File: config.mk
export PLATFORM = sky130hd
export DESIGN_NAME = cvm300_sensor_emulator_flat
export DESIGN_NICKNAME = d
export VERILOG_FILES = /design/src/rtl/cvm300_sensor_emulator_if.sv /design/src/rtl/cvm300_sensor_emulator.sv /design/src/flat_wrapper.sv
export SDC_FILE = /design/constraint.sdc
export NUM_CORES = 1
export LEC_CHECK = 0
export BUFFER_PORTS_ARGS = -buffer_cell sky130_fd_sc_hd__buf_2
export CORE_ASPECT_RATIO = 1.25
export CORE_UTILIZATION = 45
export CTS_CLUSTER_SIZE = 14
export DETAILED_ROUTE_END_ITERATION = 10
export REMOVE_ABC_BUFFERS = 1
export SYNTH_ARGS = -nofsm -noshare
export SYNTH_HDL_FRONTEND = slang
export SYNTH_SLANG_ARGS = --single-unit
File: constraint.sdc
create_clock -name CVM_Clk -period 3.02 [get_ports CVM_Clk]
set_input_delay 0.453 -clock CVM_Clk [delete_from_list [all_inputs] [get_ports CVM_Clk]]
set_output_delay 0.453 -clock CVM_Clk [all_outputs]
set_load 0.05 [all_outputs]
File: src/rtl/cvm300_sensor_emulator_if.sv
// Bundle of the CVM300 parallel pixel port plus the frame control/status
// signals exchanged between the capture logic and the sensor emulator.
// master: capture side (requests frames, chooses pattern).
// slave : sensor emulator (produces Line_valid/Data_valid/D and status).
interface cvm300_sensor_emulator_if;
    logic        FRAME_REQ;
    logic [1:0]  pattern_sel;
    logic [9:0]  const_val;
    logic [9:0]  box_x;
    logic [9:0]  box_y;
    logic        CVM300_Line_valid;
    logic        CVM300_Data_valid;
    logic [9:0]  CVM300_D;
    logic        frame_busy;
    logic        frame_done;
    logic        req_overrun;
    logic [15:0] frame_cnt;

    modport master (
        output FRAME_REQ, pattern_sel, const_val, box_x, box_y,
        input  CVM300_Line_valid, CVM300_Data_valid, CVM300_D,
        input  frame_busy, frame_done, req_overrun, frame_cnt
    );

    modport slave (
        input  FRAME_REQ, pattern_sel, const_val, box_x, box_y,
        output CVM300_Line_valid, CVM300_Data_valid, CVM300_D,
        output frame_busy, frame_done, req_overrun, frame_cnt
    );
endinterface

File: src/rtl/cvm300_sensor_emulator.sv
// CVM300 image sensor emulator: answers a FRAME_REQ rising edge with one
// frame of Line_valid/Data_valid/D traffic carrying a synthetic pattern
// (ramp, checkerboard, constant, or a movable bright box on a dark field).
module cvm300_sensor_emulator #(
    parameter int H_ACTIVE   = 648,
    parameter int V_LINES    = 488,
    parameter int H_BLANK    = 16,
    parameter int FOT_CYCLES = 64,
    parameter int BOX_SIZE   = 32
) (
    input logic                    CVM_Clk,
    input logic                    reset,
    cvm300_sensor_emulator_if.slave bus
);

    localparam logic [10:0] X_LAST   = 11'(H_ACTIVE - 1);
    localparam logic [10:0] Y_LAST   = 11'(V_LINES - 1);
    localparam logic [15:0] FOT_LAST = 16'(FOT_CYCLES - 1);
    localparam logic [15:0] HB_LAST  = 16'(H_BLANK - 1);
    localparam logic [10:0] BOX_W    = 11'(BOX_SIZE);

    typedef enum logic [2:0] {
        S_IDLE,
        S_FOT,
        S_LINE,
        S_HBLANK,
        S_DONE
    } state_t;

    state_t      state;
    state_t      state_n;
    logic        req_q;
    logic        rise;
    logic [15:0] cnt_p0;
    logic [10:0] x_p0;
    logic [10:0] y_p0;
    logic [1:0]  sel_cfg;
    logic [9:0]  cval_cfg;
    logic [9:0]  bx_cfg;
    logic [9:0]  by_cfg;
    logic        vld_p1;
    logic [9:0]  d_p1;
    logic [15:0] frame_cnt;
    logic        overrun;

    // Pixel value for column px / row py. Box bounds are widened to 11 bits
    // so a box near the right/bottom edge is clipped instead of wrapping.
    function automatic logic [9:0] pixel_fn(
        input logic [1:0]  sel,
        input logic [10:0] px,
        input logic [10:0] py,
        input logic [9:0]  fc,
        input logic [9:0]  cval,
        input logic [9:0]  bx,
        input logic [9:0]  by
    );
        logic [10:0] bx_w;
        logic [10:0] by_w;
        logic        in_box;
        bx_w   = {1'b0, bx};
        by_w   = {1'b0, by};
        in_box = (px >= bx_w) && (px < bx_w + BOX_W) &&
                 (py >= by_w) && (py < by_w + BOX_W);
        case (sel)
            2'd0:    pixel_fn = px[9:0] + py[9:0] + fc;
            2'd1:    pixel_fn = (px[3] ^ py[3]) ? 10'h3FF : 10'h000;
            2'd2:    pixel_fn = cval;
            default: pixel_fn = in_box ? 10'h3FF : 10'h040;
        endcase
    endfunction

    assign rise = bus.FRAME_REQ & ~req_q;

    // Register FRAME_REQ once for edge detection.
    always_ff @(posedge CVM_Clk) begin
        if (reset) req_q <= 1'b0;
        else       req_q <= bus.FRAME_REQ;
    end

    // Capture the pattern configuration at frame start; it holds for the whole frame.
    always_ff @(posedge CVM_Clk) begin
        if (state == S_IDLE && rise) begin
            sel_cfg  <= bus.pattern_sel;
            cval_cfg <= bus.const_val;
            bx_cfg   <= bus.box_x;
            by_cfg   <= bus.box_y;
        end
    end

    // Frame sequencer state register.
    always_ff @(posedge CVM_Clk) begin
        if (reset) state <= S_IDLE;
        else       state <= state_n;
    end

    // Frame sequencer next-state logic.
    always_comb begin
        state_n = state;
        case (state)
            S_IDLE:   if (rise) state_n = S_FOT;
            S_FOT:    if (cnt_p0 == FOT_LAST) state_n = S_LINE;
            S_LINE:   if (x_p0 == X_LAST) state_n = S_HBLANK;
            S_HBLANK: if (cnt_p0 == HB_LAST) state_n = (y_p0 == Y_LAST) ? S_DONE : S_LINE;
            S_DONE:   state_n = S_IDLE;
            default:  state_n = S_IDLE;
        endcase
    end

    // Stage p0: cycle counter (FOT / HBLANK) and pixel position.
    always_ff @(posedge CVM_Clk) begin
        if (reset) begin
            cnt_p0 <= '0;
            x_p0   <= '0;
            y_p0   <= '0;
        end else begin
            case (state)
                S_FOT: begin
                    cnt_p0 <= (cnt_p0 == FOT_LAST) ? 16'd0 : cnt_p0 + 16'd1;
                end
                S_LINE: begin
                    if (x_p0 != X_LAST) x_p0 <= x_p0 + 11'd1;
                end
                S_HBLANK: begin
                    if (cnt_p0 == HB_LAST) begin
                        cnt_p0 <= '0;
                        x_p0   <= '0;
                        if (y_p0 != Y_LAST) y_p0 <= y_p0 + 11'd1;
                    end else begin
                        cnt_p0 <= cnt_p0 + 16'd1;
                    end
                end
                default: begin
                    cnt_p0 <= '0;
                    x_p0   <= '0;
                    y_p0   <= '0;
                end
            endcase
        end
    end

    // Frame counter advances as the sequencer enters DONE; sticky overrun flag.
    always_ff @(posedge CVM_Clk) begin
        if (reset) begin
            frame_cnt <= '0;
            overrun   <= 1'b0;
        end else begin
            if (state == S_HBLANK && state_n == S_DONE) frame_cnt <= frame_cnt + 16'd1;
            if (rise && state != S_IDLE) overrun <= 1'b1;
        end
    end

    // Stage p1: registered pixel port, D forced to zero outside active pixels.
    always_ff @(posedge CVM_Clk) begin
        if (reset) begin
            vld_p1 <= 1'b0;
            d_p1   <= '0;
        end else begin
            vld_p1 <= (state == S_LINE);
            d_p1   <= (state == S_LINE) ?
                      pixel_fn(sel_cfg, x_p0, y_p0, frame_cnt[9:0], cval_cfg, bx_cfg, by_cfg) :
                      10'd0;
        end
    end

    assign bus.CVM300_Line_valid = vld_p1;
    assign bus.CVM300_Data_valid = vld_p1;
    assign bus.CVM300_D          = d_p1;
    assign bus.frame_busy        = (state == S_FOT) || (state == S_LINE) || (state == S_HBLANK);
    assign bus.frame_done        = (state == S_DONE);
    assign bus.req_overrun       = overrun;
    assign bus.frame_cnt         = frame_cnt;

endmodule

File: src/flat_wrapper.sv
// flat-port wrapper written by rule: the top's interface ports become plain ports
module cvm300_sensor_emulator_flat 
#(
    parameter int H_ACTIVE   = 648,
    parameter int V_LINES    = 488,
    parameter int H_BLANK    = 16,
    parameter int FOT_CYCLES = 64,
    parameter int BOX_SIZE   = 32
)
  (CVM_Clk, reset, bus_FRAME_REQ, bus_pattern_sel, bus_const_val, bus_box_x, bus_box_y, bus_CVM300_Line_valid, bus_CVM300_Data_valid, bus_CVM300_D, bus_frame_busy, bus_frame_done, bus_req_overrun, bus_frame_cnt);
  cvm300_sensor_emulator_if bus_i ();
  input logic CVM_Clk;
  input logic reset;
  input wire logic [$bits(bus_i.FRAME_REQ)-1:0] bus_FRAME_REQ;
  input wire logic [$bits(bus_i.pattern_sel)-1:0] bus_pattern_sel;
  input wire logic [$bits(bus_i.const_val)-1:0] bus_const_val;
  input wire logic [$bits(bus_i.box_x)-1:0] bus_box_x;
  input wire logic [$bits(bus_i.box_y)-1:0] bus_box_y;
  output wire logic [$bits(bus_i.CVM300_Line_valid)-1:0] bus_CVM300_Line_valid;
  output wire logic [$bits(bus_i.CVM300_Data_valid)-1:0] bus_CVM300_Data_valid;
  output wire logic [$bits(bus_i.CVM300_D)-1:0] bus_CVM300_D;
  output wire logic [$bits(bus_i.frame_busy)-1:0] bus_frame_busy;
  output wire logic [$bits(bus_i.frame_done)-1:0] bus_frame_done;
  output wire logic [$bits(bus_i.req_overrun)-1:0] bus_req_overrun;
  output wire logic [$bits(bus_i.frame_cnt)-1:0] bus_frame_cnt;
  assign bus_i.FRAME_REQ = bus_FRAME_REQ;
  assign bus_i.pattern_sel = bus_pattern_sel;
  assign bus_i.const_val = bus_const_val;
  assign bus_i.box_x = bus_box_x;
  assign bus_i.box_y = bus_box_y;
  assign bus_CVM300_Line_valid = bus_i.CVM300_Line_valid;
  assign bus_CVM300_Data_valid = bus_i.CVM300_Data_valid;
  assign bus_CVM300_D = bus_i.CVM300_D;
  assign bus_frame_busy = bus_i.frame_busy;
  assign bus_frame_done = bus_i.frame_done;
  assign bus_req_overrun = bus_i.req_overrun;
  assign bus_frame_cnt = bus_i.frame_cnt;
  cvm300_sensor_emulator #(.H_ACTIVE(H_ACTIVE), .V_LINES(V_LINES), .H_BLANK(H_BLANK), .FOT_CYCLES(FOT_CYCLES), .BOX_SIZE(BOX_SIZE)) u_core (.CVM_Clk(CVM_Clk), .reset(reset), .bus(bus_i));
endmodule
# Word level (Yosys, flattened, before mapping)
# Cells that the tools add are included.
[word_totals]
ff_bits = 102
inputBits = 35
output_inout_bits = 31
word_cells = 80
[classes]
n_addsub = 8
order_cmp = 4
eq_ne = 16
n_mux = 18
bitwise = 6
reduce_logical = 15
[op_table]
columns = ["op", "n"]
rows = [
  ["16-bit one-hot mux with 3 select lines", 1],
  ["11-bit 2-to-1 mux", 4],
  ["11-bit one-hot mux with 3 select lines", 1],
  ["16-bit by 1-bit adder with 16-bit output (second input constant)", 2],
  ["16-bit 2-to-1 mux", 2],
  ["10-bit one-hot mux with 3 select lines", 1],
  ["10-bit by 6-bit adder with 11-bit output (second input constant)", 2],
  ["11-bit by 1-bit adder with 11-bit output (second input constant)", 2],
  ["11-bit by 10-bit >= comparator with 1-bit output", 2],
  ["11-bit less-than comparator", 2],
  ["11-bit one-hot mux with 2 select lines", 1],
  ["10-bit adder", 2],
  ["10-bit 2-to-1 mux", 2],
  ["16-bit by 4-bit == test with 1-bit output (second input constant)", 1],
  ["16-bit by 6-bit == test with 1-bit output (second input constant)", 1],
  ["3-bit 2-to-1 mux", 5],
  ["3-bit one-hot mux with 4 select lines", 1],
  ["11-bit by 10-bit == test with 1-bit output (second input constant)", 1],
  ["11-bit by 9-bit == test with 1-bit output (second input constant)", 1],
  ["11-bit by 10-bit inequality test with 1-bit output (second input constant)", 1],
  ["11-bit by 9-bit inequality test with 1-bit output (second input constant)", 1],
  ["3-bit by 2-bit == test with 1-bit output (second input constant)", 2],
  ["3-bit == test (second input constant)", 2],
  ["1-bit logical AND", 6],
  ["13 further kinds", 21],
]

# Longest topological paths before layout
[depth]
word_depth = 7
mapped_depth = 9
ltp_nobuf = 9

# Worst setup path after synthesis
# Ideal clock, no wire load.
[synth_timing]
path_kind = "reg-to-reg"
startpoint = "register u_core.frame_cnt[1] (netlist: u_core.bus.frame_cnt[1])"
endpoint = "register u_core.d_p1[9] (netlist: u_core.bus.CVM300_D[9])"
setup_ps = 132
arrival_ps = 2907
t_required_ps = 2888
slack_ps = -19
path_stages_with_launch = 10
path_buffers = 0
period_less_slack_ps = 3039
path_cell_list = "dfxtp_1 -> fa_1 -> ha_1 -> fa_1 -> a211oi_1 -> o21ai_0 -> o31ai_1 -> xnor2_1 -> a221oi_1 -> o21ai_0"
[synth_via]
elab_chain_cells = 2
[synth_rtl]
columns = ["element", "line_no", "rtl"]
rows = [
  ["start, declared", "cvm300_sensor_emulator.sv:43", "logic [15:0] frame_cnt;"],
  ["start signal, assigned", "cvm300_sensor_emulator.sv:147", "if (state == S_HBLANK && state_n == S_DONE) frame_cnt <= frame_cnt + 16'd1;"],
  ["10-bit adder", "cvm300_sensor_emulator.sv:65", "2'd0: pixel_fn = px[9:0] + py[9:0] + fc;"],
  ["10-bit one-hot mux with 3 select lines", "cvm300_sensor_emulator.sv:64", "case (sel)"],
  ["end signal, assigned", "cvm300_sensor_emulator.sv:159", "d_p1 <= (state == S_LINE) ?"],
  ["end, declared", "cvm300_sensor_emulator.sv:42", "logic [9:0] d_p1;"],
]
# No other way between the ends.
# A chain may end at the register's enable or synchronous reset.

# Final worst setup path
[layout_timing]
startpoint = "register u_core.frame_cnt[0] (netlist: u_core.bus.frame_cnt[0])"
endpoint = "register u_core.d_p1[9] (netlist: u_core.bus.CVM300_D[9])"
# Same word-level chain as after synthesis.

==> results.toml <==
[outcome]
status = "finished clean"

[logic_synthesis]
yosys.area_share.adder_pct = 13.9
synth.avg_cell_area_um2 = 9.56
synthesis.yosys.warnings = 0
synth.top_cell.area_share_pct = 24.6
synth_cell_type_count = 59
synth-edff-count = 32
ys_seq_elements = 102
syn_area_um2 = 5690
async_reset_ff_share_pct = 0
synth_top_family_by_area = "simple AND/OR/NAND/NOR gates"
synth.area.mux_share_pct = 0.374
synth_compound_gate_area_share_pct = 12.1
synth_xor_area_share_pct = 8.00
synthFlopType = "sky130_fd_sc_hd__dfxtp_1"
synth_area_leaders = "sky130_fd_sc_hd__dfxtp_1 (25%), sky130_fd_sc_hd__edfxtp_1 (17%), sky130_fd_sc_hd__ha_1 (10%), sky130_fd_sc_hd__xor2_1 (4.6%), sky130_fd_sc_hd__o21ai_0 (4.1%)"
synth_sequential_area_ratio_pct = 41.5
syn_inst = 595
netlist.top_cell.by_area = "sky130_fd_sc_hd__dfxtp_1"
synth_simple_gate_area_share_pct = 20.8

[worst_setup_path]
slowest_stage = "sky130_fd_sc_hd__fa_1"
crit_end_category = "flop"
crit_path_class = "flop to flop"
reg2reg_to = "u_core.bus.CVM300_D[9]"
critical_path.cell_chain = "fa_1, ha_1, fa_1, a211oi_1, o21ai_0, o31ai_1, xnor2_1, a221oi_1, o21ai_0"
worst_reg2reg_startpoint = "u_core.bus.frame_cnt[0]"
cp.required_ns = 3.25
timing.critical_path.arrival_ns = 3.06
r2r.worst_path.cells = 9
startpoint_type = "flop"
cp_max_fo = 6
critical_path.max_stage_delay_ns = 0.45
regToRegSetupSlack_ns = 0.19

[placed_design]
dp_cells = 824
gp_congestion = 0.856
port_buffers = 65
place_hpwl_um = 9930
placed_area_um2 = 6260
pre_cts_ws_ns = 0.158

[power_and_ir_drop]
cell_internal_pwr_uw = 2120
power.ir.vdd_worst_uv = 225
share_seq_of_total_power_pct = 53.6
power.switching_fraction_pct = 22.7
combPwrFrac_pct = 6.1
clkPwrFrac_pct = 40.3
power.leakage_uw = 0.00288
p_switching_uw = 621
cellPowerDensity_nw_per_um2 = 419

[grt]
grt_use_met1_pct = 25.3
first_global_vias = 4440
track_usage_pct = 21.8
first_pass_grt_wire_length_um = 21500
globalRoute.totalOverflow = 0
grt_start_max_net_pins = 33
use_met3_pct = 3.27
number_of_antenna_violations_at_the_first_check_in_global_routing = 0
groute.layer.met2.usage_pct = 37.5
grt_busiest_layer = "met2"

[floorplan]
design.core.area_um2 = 12200
die_w_um = 103
placementRows = 45
start_util_pct = 46.6
die_height_um = 128
die_outline_area_um2 = 13100
io_pins = 66

[detailed_routing]
detail_route.iter0.violations = 225
dr_total_vias = 4591
routed_wl_um = 13100
remaining_drc_errors = 0
wl_per_cell_um = 15.6
detailedRoute.firstPassIterationCount = 4
antenna_violating_nets_post_route = 0
viasPerCell = 5.47

[clocking]
post_cts.resized_instances = 0
clk_latency_ns = 0.35
tritoncts_num_sinks = 102
cts.path.max_buffers = 2
cts_setup_buffers = 0
cts_root_buffer = "sky130_fd_sc_hd__clkbuf_16"
cts_tree = "built"
total_cts_buffers = 9
hold_bufs_at_cts = 0
htree_num_levels = 3
cts.reportedPaths.clkPinSlew_ns = 0.07

[timing]
min_period_over_period_pct = 93.6
period_needed_ns = 2.83
worst-slew-pin-transition_ns = 0.552
post-route-worst-setup-slack_ns = 0.193
setup_viol = 0
grt_setup_unrepaired = "false"
final.setup_skew_ns = 0.00752
drv_slew = 0
hold_ws_ns = 0.276
max_slew_margin_pct = 62.9
timing.fmax_ghz = 0.354
hold_viol = 0
fin_setup_tns_ns = 0

[finish]
area_growth_pct = 14.9
post_layout_nonfiller_instances = 840
area_taken_by_multi_input_logic_gates_um2 = 3140
seq_area_um2 = 2360
mostFrequentLayoutCell = "sky130_fd_sc_hd__dfxtp_1"
diode_count = 0
layout.cells.most_common_list = "sky130_fd_sc_hd__dfxtp_1 (68), sky130_fd_sc_hd__buf_2 (65), sky130_fd_sc_hd__nor2_1 (58)"
finalNetCount = 763
layout.cell_area.non_filler_um2 = 6540
final_layout_size_suffix_gt1_share_pct = 16.3
fillers = 1151

[min_path]
hold_path_end = "u_core.by_cfg[0]"
worst_hold_path.num_cells = 1
min_path_type = "input port to flop"
hp-start = "bus_box_y[0]"

[run]
maxCapViolCount = 0
[power by group through the flow]
stage	clock, µW	combinational, µW	sequential (µW)
2_1_floorplan	0	101	1500
3_5_place_dp	0	167	1500
6_report	1100	168	1470
3_3_place_gp	0	164	1500
5_1_grt	1190	191	1470
4_1_cts	1140	169	1470
[routing by layer]
metal | routed length (µm) | part of all wire (%) | up-vias
met5 | 0 | 0 | -
met3 | 466 | 3.6 | 22
met4 | 314 | 2.4 | 0
met2 | 6750 | 51 | 87
met1 | 5580 | 43 | 2204
li1 | - | - | 2278
[how the worst max path moves through the flow]
stage	start	endpoint	slack [ns]	cells past startpoint
floorplan	u_core.bus.frame_cnt[1]	u_core.bus.CVM300_D[9]	-0.02	9
global route	u_core.y_p0[1]	u_core.bus.CVM300_D[9]	0.02	9
finish	u_core.bus.frame_cnt[0]	u_core.bus.CVM300_D[9]	0.19	9
detailed placement	u_core.x_p0[1]	u_core.bus.CVM300_D[9]	0.16	9
global placement	u_core.x_p0[1]	u_core.bus.CVM300_D[9]	0.19	9
CTS	u_core.y_p0[1]	u_core.bus.CVM300_D[9]	0.12	9
[synth_stat cells, types with 6 or more instances]
library cell,instances
sky130_fd_sc_hd__edfxtp_1,32
sky130_fd_sc_hd__clkbuf_1,10
sky130_fd_sc_hd__xnor2_1,22
sky130_fd_sc_hd__and2_1,7
sky130_fd_sc_hd__and3_1,11
sky130_fd_sc_hd__ha_1,47
sky130_fd_sc_hd__o21ai_0,47
sky130_fd_sc_hd__inv_1,33
sky130_fd_sc_hd__nor2_1,58
sky130_fd_sc_hd__xor2_1,30
sky130_fd_sc_hd__dfxtp_1,70
sky130_fd_sc_hd__nand2b_1,7
sky130_fd_sc_hd__or3_1,6
sky130_fd_sc_hd__nand2_1,47
sky130_fd_sc_hd__nor2b_1,9
sky130_fd_sc_hd__a21oi_1,30
sky130_fd_sc_hd__nand4_1,21
sky130_fd_sc_hd__fa_1,10
sky130_fd_sc_hd__nand3_1,27
[cells by family after synthesis]
kind of cell,after synthesis
flops,102
buf+inv,47
simple gates,220
compound gates,115
fa+ha+maj,57
mux,2
xor+xnor,52
[critical path: cells and delay by family (launching register included)]
family / cells / cell delay, ns
flops: 1 / 0.40
fa+ha+maj: 3 / 1.12
compound gates: 5 / 1.09
xor+xnor: 1 / 0.11
[per-stage QoR]
step           total power [µW]  util [%]
6_report                   2740      53.5
3_5_place_dp               1670      51.2
4_1_cts                    2780      53.5
5_1_grt                    2860      53.5
3_3_place_gp               1660      51.2
2_1_floorplan              1600         -
[state kept, by name, summed over array words and instances (netlist names)]
register and cells:
u_core.bus.frame_cnt 16, u_core.y_p0 11, u_core.state 3, u_core.bus.CVM300_Data_valid 1
u_core.sel_cfg 2, u_core.cval_cfg 10, u_core.bus.CVM300_D 10, u_core.bus.req_overrun 1
u_core.req_q 1, u_core.x_p0 11, u_core.by_cfg 10, u_core.cnt_p0 16
u_core.bx_cfg 10
[cell type report]
cell class	instances	area share (%)
Clock buffer	12	3.96
Inverter	34	1.95
Timing Repair Buffer	78	6.47
Sequential cell	102	36.2
Tap cell	164	3.14
Clock inverter	4	0.306
Multi-Input combinational cell	446	48.0
Power figures use the tool's default switching activity.
